File: src/rtl/bit_serializer_pkg.sv
// Shared types and defaults for the bit_serializer block.
package bit_serializer_pkg;
  typedef enum logic [1:0] {
    IDLE  = 2'd0,
    SHIFT = 2'd1,
    PAR   = 2'd2
  } state_t;

  localparam int   DEF_WIDTH      = 8;
  localparam logic DEF_IDLE_LEVEL = 1'b0;
endpackage

File: src/rtl/ser_shift_core.sv
// Loadable shift register with bit counter; reports the bit that will be on the
// line after the coming edge plus last/next-to-last flags.
module ser_shift_core #(
  parameter int WIDTH     = 8,
  parameter bit MSB_FIRST = 1'b1
) (
  input  logic             clk,
  input  logic             reset,
  input  logic             i_load,
  input  logic             i_shift,
  input  logic [WIDTH-1:0] i_din,
  output logic             o_head_nxt,
  output logic             o_last,
  output logic             o_pre_last
);
  localparam int CW = $clog2(WIDTH);

  logic [WIDTH-1:0] r_sreg;
  logic [CW-1:0]    r_cnt;

  always_ff @(posedge clk or negedge reset) begin
    if (!reset) begin
      r_sreg <= '0;
      r_cnt  <= '0;
    end else if (i_load) begin
      r_sreg <= i_din;
      r_cnt  <= CW'(WIDTH - 1);
    end else if (i_shift) begin
      r_sreg <= MSB_FIRST ? {r_sreg[WIDTH-2:0], 1'b0} : {1'b0, r_sreg[WIDTH-1:1]};
      r_cnt  <= r_cnt - CW'(1);
    end
  end

  // Only meaningful when the caller loads or shifts on this edge.
  always_comb begin
    if (i_load) o_head_nxt = MSB_FIRST ? i_din[WIDTH-1] : i_din[0];
    else        o_head_nxt = MSB_FIRST ? r_sreg[WIDTH-2] : r_sreg[1];
  end

  assign o_last     = (r_cnt == '0);
  assign o_pre_last = (r_cnt == CW'(1));
endmodule

File: src/rtl/bit_serializer.sv
// Parallel-to-serial feeder with valid/ready input and registered serial outputs.
// Optional trailing even-parity bit when BIT_SERIALIZER_PARITY_EN is defined.
module bit_serializer
  import bit_serializer_pkg::*;
#(
  parameter int   WIDTH      = DEF_WIDTH,
  parameter bit   MSB_FIRST  = 1'b1,
  parameter logic IDLE_LEVEL = DEF_IDLE_LEVEL
) (
  input  logic             clk,
  input  logic             reset,
  input  logic [WIDTH-1:0] din,
  input  logic             din_valid,
  output logic             din_ready,
  output logic             out,
  output logic             out_valid,
  output logic             busy,
  output logic             word_done
);
  state_t r_state, w_state_n;
  logic   w_load, w_shift, w_head_nxt, w_last, w_pre_last;
  logic   w_out_n, w_done_n;

  ser_shift_core #(.WIDTH(WIDTH), .MSB_FIRST(MSB_FIRST)) u_core (
    .clk        (clk),
    .reset      (reset),
    .i_load     (w_load),
    .i_shift    (w_shift),
    .i_din      (din),
    .o_head_nxt (w_head_nxt),
    .o_last     (w_last),
    .o_pre_last (w_pre_last)
  );

`ifdef BIT_SERIALIZER_PARITY_EN
  logic r_par;
  always_ff @(posedge clk or negedge reset) begin
    if (!reset)      r_par <= 1'b0;
    else if (w_load) r_par <= ^din;
  end
  assign din_ready = (r_state == IDLE) || (r_state == PAR);
`else
  assign din_ready = (r_state == IDLE) || ((r_state == SHIFT) && w_last);
`endif

  always_comb begin
    w_state_n = r_state;
    w_load    = 1'b0;
    w_shift   = 1'b0;
    case (r_state)
      IDLE: if (din_valid) begin
        w_load    = 1'b1;
        w_state_n = SHIFT;
      end
      SHIFT: begin
        if (!w_last) begin
          w_shift = 1'b1;
        end else begin
`ifdef BIT_SERIALIZER_PARITY_EN
          w_state_n = PAR;
`else
          // Chain straight into the next word so no idle gap appears on the line.
          w_load    = din_valid;
          w_state_n = din_valid ? SHIFT : IDLE;
`endif
        end
      end
`ifdef BIT_SERIALIZER_PARITY_EN
      PAR: begin
        w_load    = din_valid;
        w_state_n = din_valid ? SHIFT : IDLE;
      end
`endif
      default: w_state_n = IDLE;
    endcase
  end

  always_comb begin
    w_out_n = IDLE_LEVEL;
    case (w_state_n)
      SHIFT:   w_out_n = w_head_nxt;
`ifdef BIT_SERIALIZER_PARITY_EN
      PAR:     w_out_n = r_par;
`endif
      default: w_out_n = IDLE_LEVEL;
    endcase
`ifdef BIT_SERIALIZER_PARITY_EN
    w_done_n = (w_state_n == PAR);
`else
    w_done_n = w_shift && w_pre_last;
`endif
  end

  always_ff @(posedge clk or negedge reset) begin
    if (!reset) begin
      r_state   <= IDLE;
      out       <= IDLE_LEVEL;
      out_valid <= 1'b0;
      busy      <= 1'b0;
      word_done <= 1'b0;
    end else begin
      r_state   <= w_state_n;
      out       <= w_out_n;
      out_valid <= (w_state_n != IDLE);
      busy      <= (w_state_n != IDLE);
      word_done <= w_done_n;
    end
  end
endmodule

File: config.mk
export PLATFORM = sky130hd
export DESIGN_NAME = bit_serializer
export DESIGN_NICKNAME = d
export VERILOG_FILES = /design/src/rtl/bit_serializer_pkg.sv /design/src/rtl/ser_shift_core.sv /design/src/rtl/bit_serializer.sv
export SDC_FILE = /design/constraint.sdc
export NUM_CORES = 1
export LEC_CHECK = 0
export BUFFER_PORTS_ARGS = -buffer_cell sky130_fd_sc_hd__clkbuf_2
export CAP_MARGIN = 20
export CORE_MARGIN = 1
export CORE_UTILIZATION = 47
export DETAILED_ROUTE_END_ITERATION = 16
export PLACE_DENSITY = 0.72
export SLEW_MARGIN = 20
export SYNTH_ARGS = -nofsm -noshare
export SYNTH_HDL_FRONTEND = slang
export SYNTH_SLANG_ARGS = --single-unit
File: constraint.sdc
create_clock -name clk -period 1.5 [get_ports clk]
set_clock_uncertainty 0.15 [all_clocks]
set_input_delay 0 -clock clk [delete_from_list [all_inputs] [get_ports clk]]
set_output_delay 0 -clock clk [all_outputs]
set_load 0.05 [all_outputs]
; ---- Word level (Yosys, flattened, before mapping)
; Index checks and enable logic that the tools add are counted.
[totals]
reg_bits = 15
output_inout_bits = 5
[classes]
n_addsub = 1
eq_ne = 3
muxes = 15
n_reduce_logical = 7
[ops]
columns = op, count
row1 = $mux W7, 2
row2 = $mux W1, 7
row3 = $mux W3, 2
row4 = $eq A2 B1 Y1 const B, 2
row5 = $mux W2, 2
row6 = $pmux W2 S2, 1
row7 = $reduce_bool A2 Y1, 2
row8 = $eq A3 B1 Y1 const B, 1
row9 = $logic_not A3 Y1, 1
row10 = $sub A3 B1 Y3 const B, 1
row11 = $logic_and A1 B1 Y1, 2
row12 = $logic_not A2 Y1, 1
row13 = $pmux W1 S2, 1
row14 = $logic_or A1 B1 Y1, 1

; ---- Logic depth before layout (Yosys ltp)
[logic_depth]
ltp_word = 5
ltp_mapped = 7
ltp_nobuf = 5

; ---- Modules after synthesis
; A second synthesis with hierarchy kept.
[hier_totals]
cells_unflattened = 67
area_unflattened_um2 = 721.9
[by_module_without_submodules]
columns = mod, instances, cells_per_inst, area_each_um2
row1 = ser_shift_core, 1, 50, 521.8
row2 = bit_serializer, 1, 17, 200.2

; ---- Worst setup path after synthesis
; OpenSTA, ideal clock, no wires.
[synth_timing]
path_kind = flip-flop to output port
start = register u_core.r_cnt[0]
end = output port din_ready
path_slack_ns = -0.399
stages_incl_launch_ff = 8
required_time_ns = 1.350
path_buffers = 2
arrival_time_ns = 1.749
cell_sequence = dfrtp_1 > inv_1 > ha_1 > nand2b_1 > buf_6 > and2_4 > buf_6 > nor2_1
[synth_via]
elab_chain_cells = 3
[synth_lines]
columns = element, line
row1 = "start, declared", ser_shift_core.sv:19  ; logic [CW-1:0] r_cnt;
row2 = "start signal, assigned", ser_shift_core.sv:27  ; r_cnt <= CW'(WIDTH - 1);
row3 = "start signal, assigned", ser_shift_core.sv:30  ; r_cnt <= r_cnt - CW'(1);
row4 = $logic_not A3 Y1, ser_shift_core.sv:40  ; assign o_last = (r_cnt == '0);
row5 = $logic_and A1 B1 Y1, bit_serializer.sv:43  ; assign din_ready = (r_state == IDLE) || ((r_state == SHIFT) && w_last);
row6 = $logic_or A1 B1 Y1, bit_serializer.sv:43
row7 = "end, declared", bit_serializer.sv:14  ; output logic din_ready,
; Every way passes these cells.

; ---- Worst setup path after layout
[layout_timing]
start = register u_core.r_cnt[0]
end = register u_core.r_sreg[1]
[layout_via]
elab_chain_cells = 4
[layout_lines]
columns = element, line
row1 = $logic_not A3 Y1 *, ser_shift_core.sv:40
row2 = $mux W1, bit_serializer.sv:56  ; if (!w_last) begin
row3 = $pmux W1 S2 / $mux W1 (equally long branches), bit_serializer.sv:50  ; case (r_state)
row4 = $mux W7 / $reduce_bool A2 Y1 (equally long branches), n/a
row5 = "end signal, assigned", ser_shift_core.sv:26  ; r_sreg <= i_din;
row6 = "end signal, assigned", ser_shift_core.sv:29  ; r_sreg <= MSB_FIRST ? {r_sreg[WIDTH-2:0], 1'b0} : {1'b0, r_sreg[WIDTH-1:1]};
row7 = "end, declared", ser_shift_core.sv:18  ; logic [WIDTH-1:0] r_sreg;
; Mark *: on every way between the ends. The rest lies on a longest branch, timed or not.
; A chain may end at the register's enable or synchronous reset.

==> out/metrics.yaml <==
clock_network:
  htreeDepth: 1
  cts.sinks: 15
  cts_tree: "built"
  insertion_delay_ps: 270
  clk_pin_slew_worst_paths_ps: 90
  root_buffer: "clkbuf_4"
  cts_buffers: 3
  clock_path_buffers: 2
floorplanning:
  coreArea_um2: 1560
  start_util_pct: 51.8
  num_rows: 14
  ios: 16
  die_area_um2: 1890
  die_h_um: 43.4
  die_w_um: 43.4
power:
  leakagePower_nw: 0.565
  power_frac_clock_pct: 17.6
  power_w: 0.00128
  pwr-share-seq_pct: 41.6
  p_sw_w: 0.000422
  powerDensity_nw_per_um2: 1140
  power_frac_comb_pct: 40.8
  swShare_pct: 32.9
  peakVddDrop_uv: 897
  intPower_w: 0.000859
routing:
  drc_errors: 6
  routed_wl_mm: 1.65
  wl_per_cell_um: 12.9
  avgViaCountPerCell: 5.24
  drt_iter0_markers: 18
  firstDrtPassIters: 10
  route.vias.total: 671
  drtAntennaViolNets: 0
yosys:
  synth_nets: 90
  ys_warn_count: 0
  postSynthCellCount: 76
  syn_area_um2: 807
  yosys.cell_types.count: 25
  syn_area_per_cell_um2: 10.6
  ys_seq_area_share_pct: 46.5
  synth-async-reset-ratio_pct: 100
  synth_ff_type: "dfrtp_1"
  ys_ff_latch: 15
  synth_edf_count: 0
critical_path:
  cp-end-kind: "flop"
  critPathMaxFanout: 7
  slowest_delay_ps: 370
  startpoint_type: "flop"
  worstPathCellList: "inv_2 -> ha_4 -> a211o_1 -> buf_6 -> a221oi_2"
  cp_slowest_cell: "dfrtp_1"
  criticalPathCategory: "flop to flop"
  path_buf_inv: 2
  critPathTopFamily: "compound AO/OA/AOI/OAI gates"
  crit_arrival_ps: 1570
  cp.required_ps: 1540
timing:
  period_share_pct: 102
  setup_violations: 6
  rsz0062_at_grt: "yes"
  final_hold_viol_count: 0
  slew_violations: 0
  hold-worst-slack_ps: 18.6
  period_minus_slack_ps: 1540
  timing.final.ws_setup_ps: -35.1
  max_freq_mhz: 651
final_layout:
  fin_area_um2: 1130
  nNetsFinal: 127
  final_cells: 128
  n_antenna_cell: 0
  fin_util_pct: 72.3
  drive_gt1_share_pct: 41.1
  syn2layout_area_growth_pct: 39.7
hold_path:
  min_path_type: "input port to async pin"
placed_design:
  portBuffers: 15
  placed_area_um2: 941
  gp_congestion: 0.766
  post-place-cells: 110
  hpwl_mm: 1.13
global_route:
  grt_pass1_wl_mm: 2.90
  grt.overflow.total: 0
  grt_pass1_vias: 636
  grt_antenna_before_repair: 0
  grt_start_max_net_pins: 16
  grt_use_total_pct: 21.1
status:
  status: "complete, but fails checks"
  violations: "design-rule violations, negative setup slack"
run:
  maxCapViolations: 0
synth_stat cells, types with 2 or more instances:
cell | instances | area, µm²
a211oi_1 | 6 | 45.0
a221oi_2 | 6 | 90.1
buf_6 | 3 | 33.8
clkbuf_1 | 2 | 7.51
dfrtp_1 | 15 | 375
ha_1 | 3 | 37.5
inv_1 | 14 | 52.6
nor2_1 | 9 | 33.8
o21ai_0 | 2 | 10.0
routing by layer:
layer	vias up	routed length, µm	GRT usage, %
met5	-	0	0
met4	0	9	7.50
met3	2	64	2.50
met2	15	851	36.1
met1	320	720	27.6
li1	334	-	-
final cells by class:
| cell class | count | area (µm²) |
|---|---|---|
| inverters | 14 | 52.6 |
| clock buffers | 4 | 26.3 |
| multi-input cells | 41 | 363 |
| repair buffers | 38 | 290 |
| well taps | 16 | 20.0 |
| fillers | 106 | 432 |
| flip-flops and latches | 15 | 375 |
power by group through the flow:
stage	Clock (W)	Sequential, W	Combinational, W
floorplan	0	0.000551	0.000278
global placement	0	0.000537	0.000409
detailed placement	0	0.000540	0.000427
CTS	0.000238	0.000532	0.000511
global route	0.000248	0.000546	0.000584
finish	0.000225	0.000533	0.000523
path summary, 6_finish.rpt:
path,startpoint,end,slack (ps),cells after the start
max in group asynchronous,reset,u_core.r_sreg[0],910,2
worst max-delay path,u_core.r_cnt[0],u_core.r_sreg[1],-40,5
worst max register to register,u_core.r_cnt[0],u_core.r_sreg[1],-40,5
min in group clk,din_valid,busy,150,5
worst min register to register,u_core.r_sreg[2],u_core.r_sreg[2],380,2
worst min-delay path,reset,busy,20,2
sequential cells by signal, summed over array words and instances, names as in the netlist:
signal,count
u_core.r_sreg,7
u_core.r_cnt,3
r_state,2
busy,1
out,1
word_done,1
through the flow:
| step | setup slack [ps] | setup TNS [ps] |
|---|---|---|
| after floorplan | -20.8 | -20.8 |
| after global placement | 46.0 | 0 |
| after detailed placement | -2.81 | -2.81 |
| after CTS | -17.6 | -49.3 |
| after global routing | -118 | -762 |
| final | -35.1 | -95.1 |
timing repair:
action,4_1_cts,5_1_grt
pin swaps,1,2
resized for setup,4,3
setup buffers,4,0
hold buffers,10,0
hold endpoints to repair,23,0
setup endpoints to repair,5,10
cell usage in the layout, fill, tap and decap left out:
cell and count:
dfrtp_1 15, clkbuf_2 14, inv_1 12, buf_4 11
dlygate4sd3_1 10, nor2_1 8, a211oi_1 6, a221oi_2 6
clkbuf_4 3, inv_2 2, o21ai_0 2, ha_1 2
buf_6 2, a211o_1 1, nand2b_4 1, and2_4 1
nor2_4 1, nand3_1 1, nand2_1 1, a21o_1 1
a21oi_1 1, and4_1 1, or2b_1 1, o32ai_2 1
nand3b_1 1, a22oi_2 1, a32oi_1 1, a31o_2 1
ha_4 1, clkbuf_1 1, buf_8 1, conb_1 1
cells by family after synthesis:
| group | Yosys count | synth area share, % |
|---|---|---|
| fa+ha+maj | 3 | 4.65 |
| other cells | 1 | 0.465 |
| buf+inv | 20 | 12.6 |
| compound gates | 21 | 25.7 |
| flops | 15 | 46.5 |
| simple gates | 16 | 10.1 |
No activity file was read; power rests on OpenSTA's default activity.
